### src/rtl/pe_seq.sv
// Sequencer that feeds a single multiply-accumulate PE to compute C = A x B for 3x3 8-bit matrices.
// Optional build macro PE_SEQ_ZERO_SKIP_EN gates the accumulate enable on zero operands.
module pe_seq (
  input  logic       clk,
  input  logic       rst,
  input  logic       ld_valid,
  input  logic       ld_sel,
  input  logic [3:0] ld_addr,
  input  logic [7:0] ld_data,
  output logic       ld_ready,
  input  logic       start,
  output logic       busy,
  output logic       done,
  output logic [7:0] a_out,
  output logic [7:0] b_out,
  output logic       en_reg_Acc,
  output logic       acc_clr,
  input  logic [7:0] y_in,
  output logic       res_valid,
  output logic [3:0] res_idx,
  output logic [7:0] res_data
);

  typedef enum logic [2:0] {IDLE, CLR, MAC, WAIT, DONE} state_t;

  state_t     state;
  logic [1:0] i, j, k;
  logic [7:0] a_mem [0:8];
  logic [7:0] b_mem [0:8];

  logic [1:0] k_fetch;
  logic [7:0] a_fetch, b_fetch;
  logic       mac_en;

  function automatic logic [3:0] idx(input logic [1:0] r, input logic [1:0] c);
    logic [3:0] r4;
    r4 = {2'b00, r};
    return r4 * 4'd3 + {2'b00, c};
  endfunction

  assign ld_ready = !busy;
  assign res_data = res_valid ? y_in : 8'd0;

  always_ff @(posedge clk or posedge rst) begin
    if (rst) begin
      for (int e = 0; e < 9; e++) begin
        a_mem[e] <= 8'd0;
        b_mem[e] <= 8'd0;
      end
    end else if (ld_valid && ld_ready && ld_addr <= 4'd8) begin
      if (ld_sel)
        b_mem[ld_addr] <= ld_data;
      else
        a_mem[ld_addr] <= ld_data;
    end
  end

  // Operands for the MAC step about to be entered: k=0 from CLR, k+1 from MAC.
  always_comb begin
    k_fetch = 2'd0;
    if (state == MAC && k != 2'd2)
      k_fetch = k + 2'd1;
    a_fetch = a_mem[idx(i, k_fetch)];
    b_fetch = b_mem[idx(k_fetch, j)];
`ifdef PE_SEQ_ZERO_SKIP_EN
    mac_en = (a_fetch != 8'd0) && (b_fetch != 8'd0);
`else
    mac_en = 1'b1;
`endif
  end

  always_ff @(posedge clk or posedge rst) begin
    if (rst) begin
      state      <= IDLE;
      i          <= 2'd0;
      j          <= 2'd0;
      k          <= 2'd0;
      busy       <= 1'b0;
      done       <= 1'b0;
      a_out      <= 8'd0;
      b_out      <= 8'd0;
      en_reg_Acc <= 1'b0;
      acc_clr    <= 1'b0;
      res_valid  <= 1'b0;
      res_idx    <= 4'd0;
    end else begin
      done       <= 1'b0;
      a_out      <= 8'd0;
      b_out      <= 8'd0;
      en_reg_Acc <= 1'b0;
      acc_clr    <= 1'b0;
      res_valid  <= 1'b0;
      res_idx    <= 4'd0;
      case (state)
        IDLE: begin
          if (start) begin
            state   <= CLR;
            busy    <= 1'b1;
            acc_clr <= 1'b1;
            i       <= 2'd0;
            j       <= 2'd0;
            k       <= 2'd0;
          end
        end
        CLR: begin
          state      <= MAC;
          k          <= 2'd0;
          a_out      <= a_fetch;
          b_out      <= b_fetch;
          en_reg_Acc <= mac_en;
        end
        MAC: begin
          if (k == 2'd2) begin
            state     <= WAIT;
            k         <= 2'd0;
            res_valid <= 1'b1;
            res_idx   <= idx(i, j);
          end else begin
            k          <= k + 2'd1;
            a_out      <= a_fetch;
            b_out      <= b_fetch;
            en_reg_Acc <= mac_en;
          end
        end
        WAIT: begin
          // Row-major walk over C; the last element hands over to DONE.
          if (i == 2'd2 && j == 2'd2) begin
            state <= DONE;
            done  <= 1'b1;
            busy  <= 1'b0;
            i     <= 2'd0;
            j     <= 2'd0;
          end else begin
            state   <= CLR;
            acc_clr <= 1'b1;
            if (j == 2'd2) begin
              j <= 2'd0;
              i <= i + 2'd1;
            end else begin
              j <= j + 2'd1;
            end
          end
        end
        DONE: begin
          state <= IDLE;
        end
        default: begin
          state <= IDLE;
          busy  <= 1'b0;
        end
      endcase
    end
  end

endmodule

### config.mk
export PLATFORM = sky130hd
export DESIGN_NAME = pe_seq
export DESIGN_NICKNAME = d
export VERILOG_FILES = /design/src/rtl/pe_seq.sv
export SDC_FILE = /design/constraint.sdc
export NUM_CORES = 1
export LEC_CHECK = 0
export ABC_CLOCK_PERIOD_IN_PS = 12520
export CORE_AREA = 2 2 186 188
export CTS_CLUSTER_DIAMETER = 60
export DETAILED_ROUTE_END_ITERATION = 12
export DIE_AREA = 0 0 188 190
export PLACE_DENSITY = 0.36
export SYNTH_ARGS = -nofsm -noshare
export SYNTH_HDL_FRONTEND = slang
export SYNTH_SLANG_ARGS = --single-unit
export TNS_END_PERCENT = 5
### constraint.sdc
create_clock -name clk -period 12.52 [get_ports clk]
set_clock_uncertainty 0.05 [all_clocks]
set_input_delay 3.756 -clock clk [delete_from_list [all_inputs] [get_ports clk]]
set_output_delay 3.756 -clock clk [all_outputs]
set_load 0.03 [all_outputs]
==> flow_metrics.env, run 1 <==
export IMPL_tns_ps=0
export IMPL_drc=0
export IMPL_required_ps=8710
export IMPL_start_util_pct=24.6
export IMPL_clock_latency_ps=430
export IMPL_grt_use_total_pct=12.6
export IMPL_max_stage_delay_ps=670
export IMPL_area_growth_pct=19.2
export IMPL_core_um2=33900
export IMPL_cts_made_buffers=17
export IMPL_antenna_found_initial=1
export IMPL_rsz0062_at_grt="false"
export IMPL_grt_pass1_wl_um=33600
export IMPL_dpl_cell_count=1073
export IMPL_run_status="completed"
export IMPL_power_density_nw_per_um2=203
export IMPL_std_cell_rows=68
export IMPL_design_die_area_um2=35700
export IMPL_crit_path_end_kind="primary output"
export IMPL_gp_congestion=0.734
export IMPL_register_area_um2=4450
export IMPL_async_reset_ff_share_pct=100
export IMPL_layout_cells_non_filler=1105
export IMPL_synth_edff_count=0
export IMPL_slowest_stage="clkdlybuf4s50_1"
export IMPL_num_antenna_cells=0
export IMPL_cts_setup_buffers=0
export IMPL_wl_per_cell_um=19.3
export IMPL_drtAntennaViolNets=0
export IMPL_port_buffers=58
export IMPL_root_buffer="clkbuf_16"
export IMPL_min_path_type="reg2reg"
export IMPL_synth_fp_nets=625
export IMPL_post_place_ws_ps=3700
export IMPL_multi_input_area_um2=3700
export IMPL_layout_drive_gt1_share_pct=36.9
export IMPL_ys_dominant_reg_cell="dfrtp_1"
export IMPL_worstSetupStartpointType="input pin"
export IMPL_clk_path_buf_depth=2
export IMPL_cts_htree_levels=4
export IMPL_fin_area_um2=9960
export IMPL_slew_headroom_pct=24.6
export IMPL_first_pass_iters=4
export IMPL_yosysWarnings=0
export IMPL_finalPower_mw=2.02
export IMPL_finalCoreUtilization_pct=29.3
export IMPL_hold_viol=0
export IMPL_post_route_period_util_pct=70.4
export IMPL_cp_max_fo=1
export IMPL_holdWs_ps=454
export IMPL_crit_arrival_ps=5000
export IMPL_synth_top_area_share_pct=53.3
export IMPL_cts_clk_slew_worst_paths_ps=60
export IMPL_syn_area_per_cell_um2=14.3
export IMPL_hpwl_um=14100
export IMPL_nFillCells=3402
export IMPL_slew_violations=0
export IMPL_crit_chain="clkdlybuf4s50_1 > and2_1 > clkdlybuf4s50_1"
export IMPL_grt_max_degree=101
export IMPL_cts_sinks=178
export IMPL_via_count=4906
export IMPL_irDropWorstVdd_v=0.000125
export IMPL_drtIter0Drc=262
export IMPL_postCtsHoldBufs=0
export IMPL_grt_pass1_vias=5379
export IMPL_wl_um=21400
export IMPL_viasPerCell=4.44
export IMPL_place_area_um2=9390
export IMPL_period_needed_ps=8810
export IMPL_fmax_mhz=113
export IMPL_io_pins=59
export IMPL_gr_total_overflow=0
export IMPL_num_nets_final=677
export IMPL_die_height_um=190
export IMPL_maxCapViolCount=0
export IMPL_syn_area_um2=8360
export IMPL_cp_common_cell="clkdlybuf4s50_1"
export IMPL_p_leak_nw=4.45
export IMPL_critPathKind="in2out"
export IMPL_ys_ff_latch=178
export IMPL_fin_ws_ps=3710
export IMPL_cts_resized_gates=0
export IMPL_tightest_slew_ps=1120
export IMPL_synth_top_cells_by_area="dfrtp_1 (53%), mux2_2 (20%), mux4_2 (8.6%), ha_1 (1.9%), nor2_1 (1.2%)"
export IMPL_synth_top_area_cell="dfrtp_1"
export IMPL_tritoncts="done"
export IMPL_yosysSeqAreaShare_pct=53.3
export IMPL_synth_distinct_cells=52
export IMPL_chipWidth_um=188
export IMPL_netlist_instances=585
export IMPL_setup_viol_count_final=0
sequential cells by signal (all words and copies together) (netlist names):
name	flops
a_mem	72
a_out	8
acc_clr	1
b_mem	72
b_out	8
busy	1
done	1
en_reg_Acc	1
i	2
j	2
k	2
res_idx	4
res_valid	1
state	3
area by class of cell:
class	count	area share [%]
clock buffers	19	4.45
clock inverters	13	1.34
inverters	15	0.615
multi-input cells	364	37.1
flip-flops and latches	178	44.7
well taps	455	5.71
repair buffers	61	6.05
Yosys cell counts, types with 5 or more instances:
library cell and instances:
dfrtp_1 178, mux2_2 151, mux4_2 32, nor2_1 26
inv_1 15, clkbuf_1 14, nand2_1 14, ha_1 13
nor3_1 13, and2_1 10, a21oi_1 9, nor2_2 9
o21ai_0 9, buf_2 8, nand3_1 8, a211oi_1 7
a22oi_1 7, nand2b_1 5, o21ai_1 5
placed cells by master (no fill, tap or decap), drive strengths merged, types with 13 or more instances in the layout:
| cell type | count |
|---|---|
| nand2 | 14 |
| nor2 | 35 |
| mux4 | 32 |
| nor3 | 16 |
| dfrtp | 178 |
| inv | 17 |
| clkbuf | 19 |
| mux2 | 151 |
| ha | 13 |
| clkdlybuf4s50 | 58 |
| o21ai | 14 |
worst paths after layout:
kind / start / to / slack, ps / depth (start not counted)
max in group asynchronous: rst / b_mem[63] / 6990 / 3
worst max register to register: k[0] / b_out[2] / 8230 / 12
min in group asynchronous: rst / en_reg_Acc / 3810 / 2
worst min-delay path: b_mem[21] / b_mem[21] / 450 / 1
worst min register to register: b_mem[21] / b_mem[21] / 450 / 1
worst max-delay path: y_in[6] / res_data[6] / 3710 / 3
critical path, delay by kind of cell:
kind / cells / cell delay [ps]
buf+inv: 2 / 1130
simple gates: 1 / 120
routing by layer:
layer	wire, µm	up-vias	track usage (%)
met2	10200	64	20.6
met1	10100	2594	16.8
met4	239	2	3.73
li1	-	2231	-
met5	13	-	0
met3	731	15	2.77
cell families after synthesis:
logic type	share of synthesized area [%]
adders and majority gates	2.43
muxes	29.1
AOI/OAI and AO/OA	4.13
buffers and inverters	2.47
and+or+nand+nor	7.54
DFF	53.3
xor gates and xnor gates	1.05
report_power, final:
part           leakage, nW  total [mW]  switching (mW)  internal (mW)
logic                 1.74       0.752           0.421          0.331
clock network        0.279       0.535           0.236          0.299
registers             2.43       0.737          0.0630          0.674
(Power assumes the default switching activity.)
==> run 2: changes to the inputs <==
- ABC_CLOCK_PERIOD_IN_PS: 12520 -> 8500
- clock period: 12.52 -> 8.5 ns (I/O delays scaled with it)
==> run 2 against run 1 <==
Compared with the run above:
- first-iteration DRC count decreased by 18%
- clock power increased by 48%
- final area increased by 0.14%
- total power increased by 47%
- largest cell class unchanged
- highest routed layer unchanged
==> flow_metrics.env, run 2 (synthesized netlist as in run 1, its figures left out) <==
export IMPL_grt_pass1_wl_um=33100
export IMPL_max_stage_delay_ps=660
export IMPL_first_pass_iters=4
export IMPL_required_ps=5900
export IMPL_min_path_type="reg2reg"
export IMPL_cts_htree_levels=4
export IMPL_drc=0
export IMPL_r2r_cells=12
export IMPL_hpwl_um=14100
export IMPL_viasPerCell=4.49
export IMPL_cp_max_fo=1
export IMPL_holdWs_ps=453
export IMPL_tightest_slew_ps=1060
export IMPL_run_status="completed"
export IMPL_drtIter0Drc=215
export IMPL_min_path_cells=1
export IMPL_grt_use_total_pct=12.5
export IMPL_nFillCells=3367
export IMPL_multi_input_area_um2=3700
export IMPL_antenna_found_initial=2
export IMPL_gp_congestion=0.736
export IMPL_cts_setup_buffers=0
export IMPL_drtAntennaViolNets=0
export IMPL_std_cell_rows=68
export IMPL_num_nets_final=678
export IMPL_slew_headroom_pct=28.6
export IMPL_p_leak_nw=4.46
export IMPL_hold_viol=0
export IMPL_maxCapViolCount=0
export IMPL_grt_pass1_vias=5190
export IMPL_slowest_stage="clkdlybuf4s50_1"
export IMPL_place_area_um2=9390
export IMPL_fmax_mhz=156
export IMPL_grt_max_degree=68
export IMPL_tritoncts="done"
export IMPL_power_density_nw_per_um2=299
export IMPL_critPathBufInv=2
export IMPL_rrSetupSlack_ps=4250
export IMPL_tns_ps=0
export IMPL_period_needed_ps=6410
export IMPL_root_buffer="clkbuf_16"
export IMPL_port_buffers=58
export IMPL_critPathKind="in2out"
export IMPL_cts_clk_slew_worst_paths_ps=60
export IMPL_rsz0062_at_grt="false"
export IMPL_cp_depth=3
export IMPL_r2r_end="b_out[2]"
export IMPL_clk_path_buf_depth=2
export IMPL_dpl_cell_count=1074
export IMPL_post_place_ws_ps=2080
export IMPL_area_growth_pct=19.4
export IMPL_crit_family="buffers and inverters"
export IMPL_post_route_period_util_pct=75.4
export IMPL_cts_sinks=178
export IMPL_finalCoreUtilization_pct=29.4
export IMPL_mostFrequentLayoutCell="dfrtp_1"
export IMPL_gr_total_overflow=0
export IMPL_chipWidth_um=188
export IMPL_crit_path_end_kind="primary output"
export IMPL_clock_latency_ps=430
export IMPL_register_area_um2=4450
export IMPL_fin_ws_ps=2090
export IMPL_finalPower_mw=2.98
export IMPL_layout_drive_gt1_share_pct=37.2
export IMPL_cp_endpoint="res_data[5]"
export IMPL_r2r_start="k[0]"
export IMPL_core_um2=33900
export IMPL_via_count=4965
export IMPL_wl_per_cell_um=19.1
export IMPL_postCtsHoldBufs=0
export IMPL_fin_area_um2=9980
export IMPL_crit_arrival_ps=3810
export IMPL_final_cell_mix="dfrtp_1 (178), mux2_2 (151), clkdlybuf4s50_1 (58)"
export IMPL_layout_cells_non_filler=1106
export IMPL_cts_resized_gates=0
export IMPL_irDropWorstVdd_v=0.000130
export IMPL_slew_violations=0
export IMPL_crit_start="y_in[5]"
export IMPL_wl_um=21100
export IMPL_worstSetupStartpointType="input pin"
export IMPL_top_regs="a_mem: 72 flops, b_mem: 72 flops"
export IMPL_die_height_um=190
export IMPL_setup_viol_count_final=0
export IMPL_cts_made_buffers=17
export IMPL_num_antenna_cells=0
export IMPL_crit_chain="clkdlybuf4s50_1 > and2_1 > clkdlybuf4s50_1"
export IMPL_design_die_area_um2=35700
export IMPL_io_pins=59
export IMPL_start_util_pct=24.6
export IMPL_cp_common_cell="clkdlybuf4s50_1"
[run 2: changes by cell type in the layout (fill, tap and decap cells not counted), sizes merged]
| cell | previous run | this run |
|---|---|---|
| buf | 3 | 4 |
| clkbuf | 19 | 17 |
| inv | 17 | 19 |
[run 2: power breakdown]
| group | switching [mW] | internal [mW] | total [mW] |
|---|---|---|---|
| sequential | 0.0929 | 0.993 | 1.09 |
| combinational | 0.615 | 0.488 | 1.10 |
| clock | 0.358 | 0.436 | 0.794 |
| total | 1.07 | 1.92 | 2.98 |
[run 2: cell type report]
cell class,instances,area share (%)
clock buffer,17,4.26
clock inverter,15,1.58
inverter,15,0.615
multi-input combinational,364,37.1
sequential,178,44.7
tap,455,5.71
timing repair buffer,62,6.12
[run 2: per-layer routing]
layer	track usage (%)	vias to the layer above	wire length, µm
li1	-	2238	-
met1	16.8	2629	10100
met2	20.1	75	10100
met3	2.91	19	619
met4	3.48	4	243
met5	0	-	21
[run 2: worst min path at each step]
stage	slack, ps	endpoint	from
final	450	b_mem[41]	b_mem[41]
after global routing	470	b_mem[19]	b_mem[19]
after CTS	460	a_mem[15]	a_mem[15]
after detailed placement	440	a_mem[15]	a_mem[15]
after global placement	430	a_mem[18]	a_mem[18]
after floorplan	420	k[1]	k[1]
